$ cat config.mk
export PLATFORM = sky130hd
export DESIGN_NAME = spi_omega_tx
export DESIGN_NICKNAME = d
export VERILOG_FILES = /design/src/rtl/spi_omega_pkg.sv /design/src/rtl/spi_half_period_tick.sv /design/src/rtl/spi_omega_tx.sv
export SDC_FILE = /design/constraint.sdc
export NUM_CORES = 1
export LEC_CHECK = 0
export ABC_AREA = 1
export CORE_ASPECT_RATIO = 0.9
export CORE_MARGIN = 4
export CORE_UTILIZATION = 35
export CTS_BUF_LIST = sky130_fd_sc_hd__clkbuf_8
export CTS_CLUSTER_DIAMETER = 100
export CTS_CLUSTER_SIZE = 40
export DETAILED_ROUTE_END_ITERATION = 7
export SLEW_MARGIN = 20
export SYNTH_ARGS = -nofsm -noshare
export SYNTH_HDL_FRONTEND = slang
export SYNTH_HIERARCHICAL = 1
export SYNTH_SLANG_ARGS = --single-unit
$ cat constraint.sdc
create_clock -name CLK67MHZ -period 4.49 [get_ports CLK67MHZ]
set_input_delay 0.6735 -clock CLK67MHZ [delete_from_list [all_inputs] [get_ports CLK67MHZ]]
set_output_delay 0.6735 -clock CLK67MHZ [all_outputs]
set_load 0.01 [all_outputs]
$ cat src/rtl/spi_omega_pkg.sv
// Shared types and default constants for the omega-word SPI transmitter.
package spi_omega_pkg;

  localparam int unsigned OMEGA_WIDTH    = 40;
  localparam int unsigned SPI_CLK_DIV    = 4;
  localparam int unsigned SPI_GAP_CYCLES = 8;

  typedef enum logic [2:0] {
    ST_IDLE  = 3'd0,
    ST_SETUP = 3'd1,
    ST_SHIFT = 3'd2,
    ST_HOLD  = 3'd3,
    ST_GAP   = 3'd4
  } state_e;

endpackage

$ cat src/rtl/spi_half_period_tick.sv
// Free-running CLK_DIV divider with enable/clear; tick_c marks the last cycle of each half-period.
module spi_half_period_tick #(
  parameter int unsigned CLK_DIV = 4
) (
  input  logic clk_i,
  input  logic rst_ni,
  input  logic en_i,
  input  logic clr_i,
  output logic tick_c
);

  localparam int unsigned   CW   = (CLK_DIV > 1) ? $clog2(CLK_DIV) : 1;
  localparam logic [CW-1:0] LAST = CW'(CLK_DIV - 1);

  logic [CW-1:0] cnt_q;

  assign tick_c = en_i && (cnt_q == LAST);

  always_ff @(posedge clk_i or negedge rst_ni) begin
    if (!rst_ni) begin
      cnt_q <= '0;
    end else if (clr_i) begin
      cnt_q <= '0;
    end else if (en_i) begin
      cnt_q <= (cnt_q == LAST) ? '0 : cnt_q + CW'(1);
    end
  end

endmodule

$ cat src/rtl/spi_omega_tx.sv
// Mode-0 MSB-first SPI master for the 40-bit omega word.
// Define SPI_OMEGA_TX_PARITY_EN to append an even-parity bit after bit 0.
module spi_omega_tx
  import spi_omega_pkg::*;
#(
  parameter int unsigned WIDTH      = OMEGA_WIDTH,
  parameter int unsigned CLK_DIV    = SPI_CLK_DIV,
  parameter int unsigned GAP_CYCLES = SPI_GAP_CYCLES
) (
  input  logic             CLK67MHZ,
  input  logic             resetPort,
  input  logic [WIDTH-1:0] load_data,
  input  logic             load_valid,
  output logic             load_ready,
  input  logic             abort,
  output logic             sckPort,
  output logic             mosiPort,
  output logic             sselPort,
  output logic             busy,
  output logic             done
);

`ifdef SPI_OMEGA_TX_PARITY_EN
  localparam int unsigned NBITS = WIDTH + 1;
`else
  localparam int unsigned NBITS = WIDTH;
`endif
  localparam int unsigned BW = $clog2(NBITS + 1);
  localparam int unsigned GW = (GAP_CYCLES > 1) ? $clog2(GAP_CYCLES) : 1;

  state_e           state_q, state_d;
  logic [WIDTH-1:0] shift_q, shift_d;
  logic [BW-1:0]    bit_q, bit_d;
  logic [GW-1:0]    gap_q, gap_d;
  logic             sck_q, sck_d;
  logic             ssel_q, ssel_d;
  logic             mosi_q, mosi_d;
  logic             done_q, done_d;
  logic             busy_q, busy_d;
  logic             ready_q, ready_d;
  logic             accept_c, abort_hit_c, cnt_en_c, tick_c, fill_bit_c;

  spi_half_period_tick #(.CLK_DIV(CLK_DIV)) u_tick (
    .clk_i  (CLK67MHZ),
    .rst_ni (resetPort),
    .en_i   (cnt_en_c),
    .clr_i  (abort_hit_c),
    .tick_c (tick_c)
  );

  // Bit shifted into the vacated LSB; after the last data bit it surfaces as the parity bit.
`ifdef SPI_OMEGA_TX_PARITY_EN
  logic parity_q;
  always_ff @(posedge CLK67MHZ or negedge resetPort) begin
    if (!resetPort)    parity_q <= 1'b0;
    else if (accept_c) parity_q <= ^load_data;
  end
  assign fill_bit_c = parity_q;
`else
  assign fill_bit_c = 1'b0;
`endif

  always_ff @(posedge CLK67MHZ or negedge resetPort) begin
    if (!resetPort) begin
      state_q <= ST_IDLE;
      shift_q <= '0;
      bit_q   <= '0;
      gap_q   <= '0;
      sck_q   <= 1'b0;
      ssel_q  <= 1'b1;
      mosi_q  <= 1'b0;
      done_q  <= 1'b0;
      busy_q  <= 1'b0;
      ready_q <= 1'b0;
    end else begin
      state_q <= state_d;
      shift_q <= shift_d;
      bit_q   <= bit_d;
      gap_q   <= gap_d;
      sck_q   <= sck_d;
      ssel_q  <= ssel_d;
      mosi_q  <= mosi_d;
      done_q  <= done_d;
      busy_q  <= busy_d;
      ready_q <= ready_d;
    end
  end

  always_comb begin
    state_d     = state_q;
    shift_d     = shift_q;
    bit_d       = bit_q;
    gap_d       = gap_q;
    sck_d       = sck_q;
    ssel_d      = ssel_q;
    mosi_d      = mosi_q;
    done_d      = 1'b0;
    accept_c    = 1'b0;
    abort_hit_c = 1'b0;
    cnt_en_c    = 1'b0;

    unique case (state_q)
      ST_IDLE: begin
        if (load_valid && ready_q) begin
          accept_c = 1'b1;
          shift_d  = load_data;
          bit_d    = '0;
          sck_d    = 1'b0;
          ssel_d   = 1'b0;
          mosi_d   = load_data[WIDTH-1];
          state_d  = ST_SETUP;
        end
      end
      ST_SETUP, ST_SHIFT, ST_HOLD: begin
        cnt_en_c = 1'b1;
        if (abort) begin
          abort_hit_c = 1'b1;
          sck_d       = 1'b0;
          ssel_d      = 1'b1;
          mosi_d      = 1'b0;
          gap_d       = '0;
          state_d     = ST_GAP;
        end else if (tick_c) begin
          if (state_q == ST_SETUP) begin
            sck_d   = 1'b1;
            state_d = ST_SHIFT;
          end else if (state_q == ST_HOLD) begin
            // HOLD is the final low half-period; deselect on its last edge.
            ssel_d  = 1'b1;
            done_d  = 1'b1;
            gap_d   = '0;
            state_d = ST_GAP;
          end else if (sck_q) begin
            sck_d   = 1'b0;
            bit_d   = bit_q + BW'(1);
            shift_d = {shift_q[WIDTH-2:0], fill_bit_c};
            if (bit_q == BW'(NBITS - 1)) begin
              mosi_d  = 1'b0;
              state_d = ST_HOLD;
            end else begin
              mosi_d = shift_q[WIDTH-2];
            end
          end else begin
            sck_d = 1'b1;
          end
        end
      end
      ST_GAP: begin
        if (gap_q == GW'(GAP_CYCLES - 1)) state_d = ST_IDLE;
        else                               gap_d   = gap_q + GW'(1);
      end
      default: state_d = ST_IDLE;
    endcase

    ready_d = (state_d == ST_IDLE);
    busy_d  = (state_d != ST_IDLE);
  end

  assign sckPort    = sck_q;
  assign sselPort   = ssel_q;
  assign mosiPort   = mosi_q;
  assign done       = done_q;
  assign busy       = busy_q;
  assign load_ready = ready_q;

endmodule

==> out/results.env, run 1 <==
CLKTRANSATPATHREGS_NS=0.07
ANTENNA_LEFT=0
MIN_PATH_TYPE='primary input to asynchronous set/reset pin'
YS_WARN_COUNT=6
SYNTH_SEQUENTIAL_AREA_RATIO_PCT=47.81
CLOCK_LATENCY_NS=0.34
ANTENNA_DIODE_INSTANCE_COUNT=0
CP_MAX_FO=80
CTS.REPAIR_TIMING.SETUP_BUFFER_COUNT=0
SYNTH.NET_COUNT=457
DIE_Y_UM=97.15
TOTAL_LEAKAGE_POWER_nW=1.913
DELAY_OF_THE_SLOWEST_CELL_ON_THE_WORST_PATH_NS=0.65
TIMING.SETUP.CRITICAL_PATH_CLASS='register to register'
PLACEABLE_CORE_REGION_MM2=0.008608
ROWS=32
GRT_ANTENNA_BEFORE_REPAIR=0
ROUTE.VIAS.TOTAL=2552
CP_DATA_ARRIVAL_TIME_NS=2.61
DRV.MAX_CAP_VIOLATION_COUNT=0
TOTAL_POWER_mW=2.399
CTS_MADE_BUFFERS=9
FIN_WORST_SKEW_NS=0.009854
IR_DROP_V=0.0003248
CTS.SINK_COUNT=59
FINALWORSTPATHREQUIREDPERIOD_NS=2.431
REG_TO_REG_END='shift_q[9]$_DFFE_PN0P_'
LAYOUT.AREA.SEQ_MM2=0.001478
CTS_TREE='yes'
START_KIND='register'
DETAIL_ROUTE.VIAS_PER_CELL=4.423
CHIPWIDTH_UM=107.1
CTS_MAX_LEVEL=3
HOLD_BUFFERS_POST_CTS=0
GRT_OVERFLOW=0
RSZ_0062_RAISED_AFTER_GLOBAL_ROUTING='no'
DRIVE_ABOVE_1_SHARE_PCT=6.550
REMAINING_DRC_ERRORS=0
CTS_MAX_PATH_BUFFERS=2
WORST_PATH_MAX_DELAY_CELL='nor2_8'
DRT_ITER0_DRC=108
ROUTED_WL_UM=6282
WORST_PATH_MOST_REPEATED_CELL='nand2_1'
CTS_ROOT_BUFFER='clkbuf_8'
GRT_MAX_DEGREE=81
IOS=50
N_FILL_CELL=898
SYNTH_AREA_MM2=0.003090
MULTI_INPUT_AREA_MM2=0.001272
DETAIL_ROUTE.WL_PER_CELL_UM=10.89
TIMING.MAX_SLEW.REL_SLACK_PCT=41.68
NUMBER_OF_GLOBAL_ROUTE_VIAS_BEFORE_REPAIR=2436
FINISH.UTILIZATION_PCT=44.88
YS_SEQ_ELEMENTS=59
ROUTABILITYCONGESTION=0.8004
OUTCOME='complete, no violations'
PORT_BUFFERS=49
FLOORPLAN.INITIALDENSITY_PCT=35.90
WORST_EP_REQUIRED_TIME_NS=4.67
TIGHTEST_SLEW_NS=0.8748
FINISH.NET_COUNT=501
CELL_BY_CELL_TRACE_OF_THE_CRITICAL_PATH='nor2_4 -> nor2_4 -> nand2_1 -> inv_1 -> nand2_1 -> nand2_1 -> nand2_2 -> nor2_8 -> o21ai_0'
AREA_GROWTH_SYN_TO_LAYOUT_PCT=25.02
TIMING_MAX_TRANSITION_VIOLATIONS_FINAL=0
FINAL_MIN_PERIOD_OVER_CLOCK_PERIOD_PCT=54.14
CTSRESIZECOUNT=0
CELLPOWERDENSITY_mW_PER_MM2=620.9
GRT_PASS1_WL_UM=10490
SETUP_VIOLATIONS=0
WORST_REG2REG_STARTPOINT='state_q[0]$_DFF_PN0_'
FIRSTDRTPASSITERS=4
WORST_R2R_PATH_DEPTH=9
REPORT.FINAL.HOLD_VIOL_COUNT=0
FIN_SETUP_TNS_NS=0
GRT_USAGE_PCT=12.28
YS_TYPES=26
DIE_AREA_MM2=0.01040
END_KIND='register'
REG2REG_SETUP_SLACK_NS=2.06
FMAX_MHz=411.4
HALF_PERIMETER_WIRE_LENGTH_AFTER_PLACEMENT_UM=4135
SYN_AREA_PER_CELL_UM2=7.556
NETLIST_INSTANCES=409
## metrics by stage
step	instance area, um2	hold WS, ns	cells	setup WS, ns
final	3864	0.1941	577	2.059
after global routing	3864	0.1972	577	1.735
after CTS	3864	0.1913	577	2.023
after detailed placement	3613	0.4689	561	1.982
after global placement	3613	0.4619	561	2.029
after floorplan	3090	0.3779	409	2.865
## cells in the final DEF, fill, tap and decap left out, types with 2 or more instances in the layout
cell type        instances
nand2_2                  4
ha_1                     4
clkinv_4                 2
buf_4                    2
clkbuf_8                10
nor2_4                   2
o21ai_0                 67
clkdlybuf4s50_1         48
nand4_1                  3
nand2_1                139
dfrtp_1                 58
nor2_1                  18
inv_1                   56
o21ai_1                 12
nand3_1                 17
bufinv_16                3
## power by group
| part | switching (mW) | internal (mW) | total (mW) |
|---|---|---|---|
| combinational | 0.610 | 0.328 | 0.938 |
| clock | 0.217 | 0.385 | 0.602 |
| sequential | 0.0951 | 0.764 | 0.859 |
| total | 0.923 | 1.48 | 2.40 |
## logic make-up (layout without fill, tap and decap cells)
kind of cell / count (synthesis) / after routing / synth area share, %
AOI/OAI and AO/OA: 83 / 83 / 13.68
DFF: 59 / 59 / 47.81
and+or+nand+nor: 186 / 186 / 25.06
adders and majority gates: 4 / 4 / 1.619
xor gates and xnor gates: 2 / 2 / 0.5669
buffers and inverters: 75 / 124 / 11.25
## Yosys cell counts
cell	instances	area share, %
xor2_1	1	0.28
nand4_1	3	0.61
nand2_2	4	0.81
buf_2	5	0.81
nor2_2	1	0.20
nor2_8	1	0.65
nand2_1	139	17
o21ai_2	1	0.28
nor2_1	18	2.2
nor2_4	2	0.73
inv_2	1	0.12
dfrtp_1	58	47
o31ai_1	1	0.24
o21ai_0	67	11
a21oi_1	1	0.16
nand3_1	17	2.8
o21ai_1	12	1.9
inv_1	56	6.8
buf_4	2	0.49
dfstp_2	1	0.85
ha_1	4	1.6
clkbuf_1	4	0.49
nand3b_1	1	0.24
buf_6	7	2.6
xnor2_1	1	0.28
o22ai_1	1	0.20
## layer usage
layer	vias to the layer above	part of all wire [%]	track usage (%)
met4	0	0.72	5.015
met5	-	0	0
met2	53	44	19.00
met1	1128	50	16.17
li1	1366	-	-
met3	5	5.1	3.389
## registers in the layout (all words and copies together) (netlist names)
register and cells:
bit_q 6, busy 1, done 1, gap_q 3, load_ready 1, mosiPort 1, sckPort 1, shift_q 39
sselPort 1, state_q 3, u_tick/cnt_q 2
## worst max path at each step
stage                         startpoint  slack [ns]  depth (start not counted)                       to
finish              state_q[0]$_DFF_PN0_        2.06                          9   shift_q[9]$_DFFE_PN0P_
detailed placement            load_valid        1.98                          6   shift_q[5]$_DFFE_PN0P_
global route        state_q[0]$_DFF_PN0_        1.73                          9  shift_q[11]$_DFFE_PN0P_
floorplan           state_q[1]$_DFF_PN0_        2.86                         11  shift_q[16]$_DFFE_PN0P_
CTS                 state_q[0]$_DFF_PN0_        2.02                          9   shift_q[5]$_DFFE_PN0P_
global placement              load_valid        2.03                          6  shift_q[31]$_DFFE_PN0P_
## area by class of cell
class	count	area share (%)
tap	119	3.854
clock buffer	10	3.562
inverter	57	5.538
sequential	59	38.24
clock inverter	6	2.915
multi-input combinational	275	32.93
timing repair buffer	51	12.95
## critical path, delay by kind of cell, from the launching register on
kind                   cells  cell delay, ns
flip-flops                 1            0.57
AND/OR/NAND/NOR            7            1.35
buffers and inverters      1            0.12
AO/OA/AOI/OAI              1            0.17
(Power assumes the default switching activity.)
==> inputs of run 2 (changes only) <==
clock period = 2.05 ns   (was 4.49 ns; I/O delays follow)
==> run 2 against run 1 <==
Maximum frequency rose by 32%. First-iteration DRC count is 14% higher. Register-to-register slack lost 1.9 ns. Total power grew 120%. Routed wire length increased by 1.6%. Die area did not move. Global-route usage increased by 1.0 points. Combinational power increased by 140%. Final area is 1.3% higher. Critical path type unchanged.
==> out/results.env, run 2 (synthesized netlist as in run 1, its figures left out) <==
FIN_WORST_SKEW_NS=0.009544  # -0.0003095 ns
REG_TO_REG_END='shift_q[34]$_DFFE_PN0P_'
ROUTABILITYCONGESTION=0.8078  # +0.92%
ANTENNA_DIODE_INSTANCE_COUNT=0  # unchanged
DRIVE_ABOVE_1_SHARE_PCT=7.343  # +0.79 points
TIGHTEST_SLEW_NS=0.4900  # -0.3848 ns
HALF_PERIMETER_WIRE_LENGTH_AFTER_PLACEMENT_UM=4329  # +4.7%
REG2REG_SETUP_SLACK_NS=0.21  # -1.85 ns
DRV.MAX_CAP_VIOLATION_COUNT=0  # unchanged
STARTPOINT_OF_THE_WORST_SETUP_TIMING_PATH='state_q[2]$_DFF_PN0_'
DIE_Y_UM=97.15  # unchanged
GRT_PASS1_WL_UM=11370  # +8.4%
SETUP.WORST_PATH.END='shift_q[34]$_DFFE_PN0P_'
COMB_POWER_SHARE_PCT=42.1  # +3.0 points
FINAL_DESIGN_AREA_NO_FILL_MM2=0.003915  # +1.3%
DETAIL_ROUTE.VIAS_PER_CELL=4.485  # +1.4%
ROWS=32  # unchanged
LARGEST_REGISTER='shift_q'
LAYOUT_COMMONEST_CELL='nand2_1'
FMAX_MHz=542.8  # +32%
NUMBER_OF_GLOBAL_ROUTE_VIAS_BEFORE_REPAIR=2561  # +5.1%
CTS_ROOT_BUFFER='clkbuf_8'
FINISH.UTILIZATION_PCT=45.48  # +0.60 points
IR_DROP_V=0.0007651  # +140%
CTS_MAX_PATH_BUFFERS=2  # unchanged
CTS_MAX_LEVEL=3  # unchanged
SWITCHINGPOWER_mW=2.070  # +120%
CTSRESIZECOUNT=0  # unchanged
FLOORPLAN.INITIALDENSITY_PCT=35.90  # unchanged
CRITICAL_PATH_DEPTH=9  # unchanged
REMAINING_DRC_ERRORS=0  # unchanged
END_KIND='register'
GRT_MAX_DEGREE=79  # -2.5%
RSZ_0062_RAISED_AFTER_GLOBAL_ROUTING='no'
CELLPOWERDENSITY_mW_PER_MM2=1342  # +120%
WORST_R2R_PATH_DEPTH=9  # unchanged
DPL_WORST_SLACK_NS=0.2249  # -1.757 ns
TIMING.MAX_SLEW.REL_SLACK_PCT=67.34  # +26 points
HOLD_BUFFERS_POST_CTS=1  # +1
CP.BUFFERS_INVERTERS=2  # +1
CPLARGESTDELAYFAMILY='simple AND/OR/NAND/NOR gates'
SHARE_CLK_OF_TOTAL_POWER_PCT=22.4  # -2.7 points
CTS_MADE_BUFFERS=9  # unchanged
FINALWORSTPATHREQUIREDPERIOD_NS=1.842  # -0.5882 ns
TIMING_MAX_TRANSITION_VIOLATIONS_FINAL=0  # unchanged
CTS.REPAIR_TIMING.SETUP_BUFFER_COUNT=0  # unchanged
FIN_SETUP_TNS_NS=0  # unchanged
WORST_REG2REG_STARTPOINT='state_q[2]$_DFF_PN0_'
POST-PLACE-CELLS=565  # +0.71%
OUTCOME='complete, no violations'
POWER.SEQUENTIAL.FRACTION_PCT=35.5  # -0.3 points
PORT_BUFFERS=49  # unchanged
START_KIND='register'
WORST_PATH_MOST_REPEATED_CELL='nand2_1'
ANTENNA_LEFT=0  # unchanged
MIN_PATH_TYPE='primary input to asynchronous set/reset pin'
ROUTED_WL_UM=6380  # +1.6%
CELLINTERNALPOWER_mW=3.183  # +120%
DELAY_OF_THE_SLOWEST_CELL_ON_THE_WORST_PATH_NS=0.46  # -0.19 ns
CLKTRANSATPATHREGS_NS=0.07  # about the same
SWSHARE_PCT=39.40  # +0.95 points
CP_DATA_ARRIVAL_TIME_NS=2.04  # -0.57 ns
TOTAL_LEAKAGE_POWER_nW=1.940  # +1.4%
IOS=50  # unchanged
AREA_GROWTH_SYN_TO_LAYOUT_PCT=26.68
GRT_OVERFLOW=0  # unchanged
FINISH.NET_COUNT=506  # +1.0%
ROUTE.VIAS.TOTAL=2610  # +2.3%
FINAL_MIN_PERIOD_OVER_CLOCK_PERIOD_PCT=89.88  # +36 points
CLOCK_LATENCY_NS=0.33  # about the same
FIRSTDRTPASSITERS=4  # unchanged
DETAIL_ROUTE.WL_PER_CELL_UM=10.96  # +0.69%
CELL_AREA_AFTER_PLACEMENT_MM2=0.003681  # +1.9%
DRT_ITER0_DRC=123  # +14%
CP_MAX_FO=30  # -63%
CHIPWIDTH_UM=107.1  # unchanged
GRT_USAGE_PCT=13.30  # +1.0 points
TIMING.SETUP.CRITICAL_PATH_CLASS='register to register'
LAYOUT.CELLS.NON_FILLER=582  # +0.87%
CELL_BY_CELL_TRACE_OF_THE_CRITICAL_PATH='nor2_4 -> nand2_1 -> inv_1 -> nand2_1 -> nand2_1 -> nand2_2 -> nor2_8 -> buf_4 -> o21ai_0'
CTS.SINK_COUNT=59  # unchanged
GRT_ANTENNA_BEFORE_REPAIR=0  # unchanged
CTS_TREE='yes'
PLACEABLE_CORE_REGION_MM2=0.008608  # unchanged
WORST_EP_REQUIRED_TIME_NS=2.25  # -2.42 ns
FINAL_CELL_MIX='139 x nand2_1, 67 x o21ai_0, 58 x dfrtp_1'
FINALWORSTSETUPSLACK_NS=0.2075  # -1.852 ns
REG_TOP3='shift_q x39, bit_q x6'
WORST_PATH_MAX_DELAY_CELL='dfrtp_1'
REPORT.FINAL.HOLD_VIOL_COUNT=0  # unchanged
SETUP_VIOLATIONS=0  # unchanged
DIE_AREA_MM2=0.01040  # unchanged
LARGEST_REGISTER_FFS=39  # unchanged
[run 2: cell types whose count changed in the layout (fill, tap and decap cells not counted), sizes merged]
cell / before / now
dlygate4sd3: 0 / 1
buf: 3 / 7
clkinv: 3 / 4
bufinv: 3 / 2
inv: 57 / 58
clkbuf: 10 / 9
[run 2: worst reg2reg max path, stage by stage (launching register included)]
cell     delay (ns)
dfrtp_1        0.46
nor2_4         0.30
nand2_1        0.08
inv_1          0.12
nand2_1        0.08
nand2_1        0.08
nand2_2        0.09
nor2_8         0.11
buf_4          0.27
o21ai_0        0.13
[run 2: cell type report]
type,count,area [um2]
clock inverter,7,100.1
inverter,57,214.0
tap,119,148.9
multi-input combinational,275,1272
clock buffer,9,123.9
fill,874,4693
timing repair buffer,56,578.1
sequential,59,1478
[run 2: layer usage]
| metal | track usage (%) | routed length [um] |
|---|---|---|
| met5 | 0 | 0 |
| met4 | 2.950 | 44 |
| met3 | 4.850 | 278 |
| met2 | 20.92 | 2759 |
| met1 | 17.50 | 3297 |
[run 2: how the worst min path moves through the flow]
stage	endpoint	depth (start not counted)	from	slack (ns)
after floorplan	bit_q[0]$_DFFE_PN0P_	0	resetPort	0.01
after detailed placement	shift_q[17]$_DFFE_PN0P_	1	resetPort	0.29
final	shift_q[17]$_DFFE_PN0P_	2	resetPort	0.49
after CTS	shift_q[17]$_DFFE_PN0P_	2	resetPort	0.47
after global placement	shift_q[17]$_DFFE_PN0P_	1	resetPort	0.29
after global routing	shift_q[17]$_DFFE_PN0P_	2	resetPort	0.50
[run 2: metrics by stage]
step	total power [mW]	hold slack, ns
CTS	5.340	0.4708
detailed placement	4.127	0.2896
global route	5.813	0.4956
global placement	4.067	0.2877
floorplan	3.633	0.01191
finish	5.254	0.4852
[run 2: power groups by stage]
| stage | registers, mW | clock network (mW) | logic, mW |
|---|---|---|---|
| after floorplan | 1.86 | 0 | 1.77 |
| after global routing | 1.93 | 1.27 | 2.62 |
| final | 1.86 | 1.18 | 2.21 |
| after CTS | 1.87 | 1.21 | 2.26 |
| after detailed placement | 1.88 | 0 | 2.24 |
| after global placement | 1.87 | 0 | 2.19 |
==> inputs of run 3 (changes only) <==
SYNTH_HIERARCHICAL = unset   (was 1)
==> run 3 against run 2 <==
Flip-flop and latch count did not move. Clock skew about the same. First-iteration DRC count up 28%. Cell count is 4.5% lower. Utilization is 0.89 points higher. Largest power group unchanged. Critical endpoint is now sselPort. Register-to-register slack better by 0.24 ns.
==> out/results.env, run 3 <==
HOLDWS_NS=0.4470  # -0.03823 ns
TIMING.SETUP.CRITICAL_PATH_CLASS='register to primary output'
DETAIL_ROUTE.WL_PER_CELL_UM=11.24  # +2.5%
NUMBER_OF_GLOBAL_ROUTE_VIAS_BEFORE_REPAIR=2481  # -3.1%
WORST_PATH_MAX_DELAY_CELL='dfstp_2'
GRT_ANTENNA_BEFORE_REPAIR=0  # unchanged
PORT_BUFFERS=49  # unchanged
WORST_REG2REG_STARTPOINT='state_q[0]$_DFF_PN0_'
GRT_PASS1_WL_UM=11150  # -1.9%
YS_WARN_COUNT=0  # -6
FINISH.UTILIZATION_PCT=46.37  # +0.89 points
REPORT.FINAL.HOLD_VIOL_COUNT=0  # unchanged
TIMING.MAX_SLEW.REL_SLACK_PCT=71.96  # +4.6 points
CTSRESIZECOUNT=0  # unchanged
SETUP_VIOLATIONS=0  # unchanged
CP_DATA_ARRIVAL_TIME_NS=1.39  # -0.65 ns
SHARE_OF_FLIP_FLOPS_WITH_AN_ASYNCHRONOUS_SET_OR_RESET_AFTER_SYNTHESIS_PCT=100.0  # unchanged
RSZ_0062_RAISED_AFTER_GLOBAL_ROUTING='no'
PLACEABLE_CORE_REGION_MM2=0.008262  # -4.0%
DETAIL_ROUTE.VIAS_PER_CELL=4.516  # +0.71%
START_KIND='register'
DRIVE_ABOVE_1_SHARE_PCT=9.524  # +2.2 points
CLKTRANSATPATHREGS_NS=0.07  # about the same
TOTAL_POWER_mW=5.288  # +0.66%
FINALWORSTSETUPSLACK_NS=0.3560  # +0.1485 ns
DRT_ITER0_DRC=158  # +28%
WORST_EP_REQUIRED_TIME_NS=1.74  # -0.51 ns
FMAX_MHz=590.3  # +8.8%
SYNTH.NET_COUNT=437  # -4.4%
STARTPOINT_OF_THE_WORST_SETUP_TIMING_PATH='sselPort$_DFFE_PN1P_'
REG_TOP3='shift_q x39, bit_q x6'
ANTENNA_DIODE_INSTANCE_COUNT=0  # unchanged
DELAY_OF_THE_SLOWEST_CELL_ON_THE_WORST_PATH_NS=0.53  # +0.07 ns
YOSYSTOPAREACELL='dfrtp_1'
IOS=50  # unchanged
DPL_WORST_SLACK_NS=0.1696  # -0.05533 ns
CTS_TREE='yes'
SYNTH_TOP_CELLS_BY_COUNT='75 x nand2_1, 58 x dfrtp_1, 53 x inv_1'
LARGEST_REGISTER_FFS=39  # unchanged
DIE_Y_UM=96.39  # -0.78%
ROWS=31  # -3.1%
END_KIND='primary output'
GRT_OVERFLOW=0  # unchanged
REMAINING_DRC_ERRORS=0  # unchanged
AREA_GROWTH_SYN_TO_LAYOUT_PCT=26.11
SYNTH_SEQUENTIAL_AREA_RATIO_PCT=48.64  # +0.83 points
FIN_WORST_SKEW_NS=0.009841  # +0.0002968 ns
CTS_MAX_LEVEL=3  # unchanged
EDFF_COUNT_SYNTH=0  # unchanged
LARGEST_REGISTER='shift_q'
SYNTH_LARGEST_TYPE_AREA_FRACTION_PCT=47.78  # +0.81 points
CELLPOWERDENSITY_mW_PER_MM2=1380  # +2.9%
TIGHTEST_SLEW_NS=0.4206  # -0.06938 ns
CTS.REPAIR_TIMING.SETUP_BUFFER_COUNT=0  # unchanged
FINALWORSTPATHREQUIREDPERIOD_NS=1.694  # -0.1485 ns
CTS_MADE_BUFFERS=9  # unchanged
CTS_MAX_PATH_BUFFERS=2  # unchanged
CLOCK_LATENCY_NS=0.34  # about the same
MOST_AREA_CONSUMING_CELLS_AFTER_SYNTHESIS='dfrtp_1 48%, nand2_1 9.3%, o21ai_0 7.7%'
FINISH.NET_COUNT=484  # -4.3%
FINAL_CELL_MIX='75 x nand2_1, 58 x dfrtp_1, 54 x inv_1'
CP.BUFFERS_INVERTERS=1  # -1
SYN_AREA_PER_CELL_UM2=7.810  # +3.4%
ANTENNA_LEFT=0  # unchanged
ROUTABILITYCONGESTION=0.8377  # +3.7%
CHIPWIDTH_UM=106.2  # -0.79%
ROUTED_WL_UM=6248  # -2.1%
CELL_BY_CELL_TRACE_OF_THE_CRITICAL_PATH='clkdlybuf4s50_1'
GRT_USAGE_PCT=13.64  # +0.34 points
CP_MAX_FO=2  # -93%
SYNTH_FLOP_CELL='dfrtp_1'
GRT_MAX_DEGREE=76  # -3.8%
CPLARGESTDELAYFAMILY='flip-flops'
OUTCOME='complete, no violations'
DRV.MAX_CAP_VIOLATION_COUNT=0  # unchanged
CELL_WITH_THE_MOST_INSTANCES_AFTER_SYNTHESIS='nand2_1'
FIRSTDRTPASSITERS=4  # unchanged
HALF_PERIMETER_WIRE_LENGTH_AFTER_PLACEMENT_UM=4287  # -0.97%
MIN_PATH_TYPE='primary input to asynchronous set/reset pin'
IR_DROP_V=0.0007065  # -7.7%
LAYOUT_COMMONEST_CELL='nand2_1'
DIE_AREA_MM2=0.01024  # -1.6%
NETLIST_INSTANCES=389  # -4.9%
FLOORPLAN.INITIALDENSITY_PCT=36.77  # +0.87 points
ROUTE.VIAS.TOTAL=2511  # -3.8%
YS_TYPES=30  # +15%
YS_SEQ_ELEMENTS=59  # unchanged
TIMING_MAX_TRANSITION_VIOLATIONS_FINAL=0  # unchanged
SYNTH_AREA_MM2=0.003038  # -1.7%
FINAL_MIN_PERIOD_OVER_CLOCK_PERIOD_PCT=82.63  # -7.2 points
CTS_ROOT_BUFFER='clkbuf_8'
CTS.SINK_COUNT=59  # unchanged
TOTAL_LEAKAGE_POWER_nW=1.904  # -1.8%
FIN_SETUP_TNS_NS=0  # unchanged
==> run 3: cell count changes in the layout (fill, tap and decap cells not counted), moves of 2 or more <==
cell,delta
a21oi_1,+29
o21ai_0,-20
nor2_1,+34
clkinv_2,+2
inv_1,-2
nand2_1,-64
o21ai_1,-8
clkinv_4,-3
a21oi_2,+9
or2_2,+2
==> run 3: final cells by class <==
type                    instances  area (um2)
well taps                     115       143.9
multi-input cells             257        1242
clock buffers                  10       137.6
fillers                       837        4431
flip-flops and latches         59        1478
repair buffers                 55       570.5
clock inverters                 6       56.30
inverters                      54       202.7
==> run 3: what timing repair did <==
item,CTS,global route
hold buffers,1,0
setup endpoints to repair,0,0
hold endpoints to repair,17,0
==> run 3: logic make-up after synthesis <==
| family | synth area share (%) |
|---|---|
| simple gates | 21.71 |
| fa+ha+maj | 1.648 |
| flops | 48.64 |
| compound gates | 16.97 |
| mux | 0.3295 |
| buf+inv | 10.71 |
==> run 3: worst paths after layout <==
| kind | end | slack (ns) | depth (start not counted) |
|---|---|---|---|
| max | sselPort | 0.36 | 1 |
| min | shift_q[7]$_DFFE_PN0P_ | 0.45 | 2 |
| max reg2reg | mosiPort$_DFFE_PN0P_ | 0.45 | 7 |
| min reg2reg | sselPort$_DFFE_PN1P_ | 0.47 | 2 |
| max in group asynchronous | sselPort$_DFFE_PN1P_ | 0.98 | 3 |
| min in group CLK67MHZ | sselPort$_DFFE_PN1P_ | 0.47 | 2 |
==> run 3: per-stage QoR <==
step | cell area [um2] | instances
floorplan | 3038 | 389
global placement | 3627 | 539
detailed placement | 3627 | 539
CTS | 3831 | 556
global route | 3831 | 556
finish | 3831 | 556
==> run 3: routing by layer <==
layer / vias up / GRT usage, % / share of wire (%)
met2: 54 / 20.94 / 44
met3: 7 / 4.983 / 6.1
met4: 0 / 5.286 / 0.90
met5: - / 0 / 0
met1: 1120 / 17.68 / 49
li1: 1330 / - / -
==> run 3: where the power goes <==
group | switching (mW) | total, mW | leakage, nW | internal [mW]
Sequential | 0.215 | 1.91 | 0.693 | 1.69
Clock | 0.455 | 1.04 | 0.103 | 0.583
Combinational | 1.45 | 2.34 | 1.11 | 0.893
Total | 2.12 | 5.29 | 1.90 | 3.17
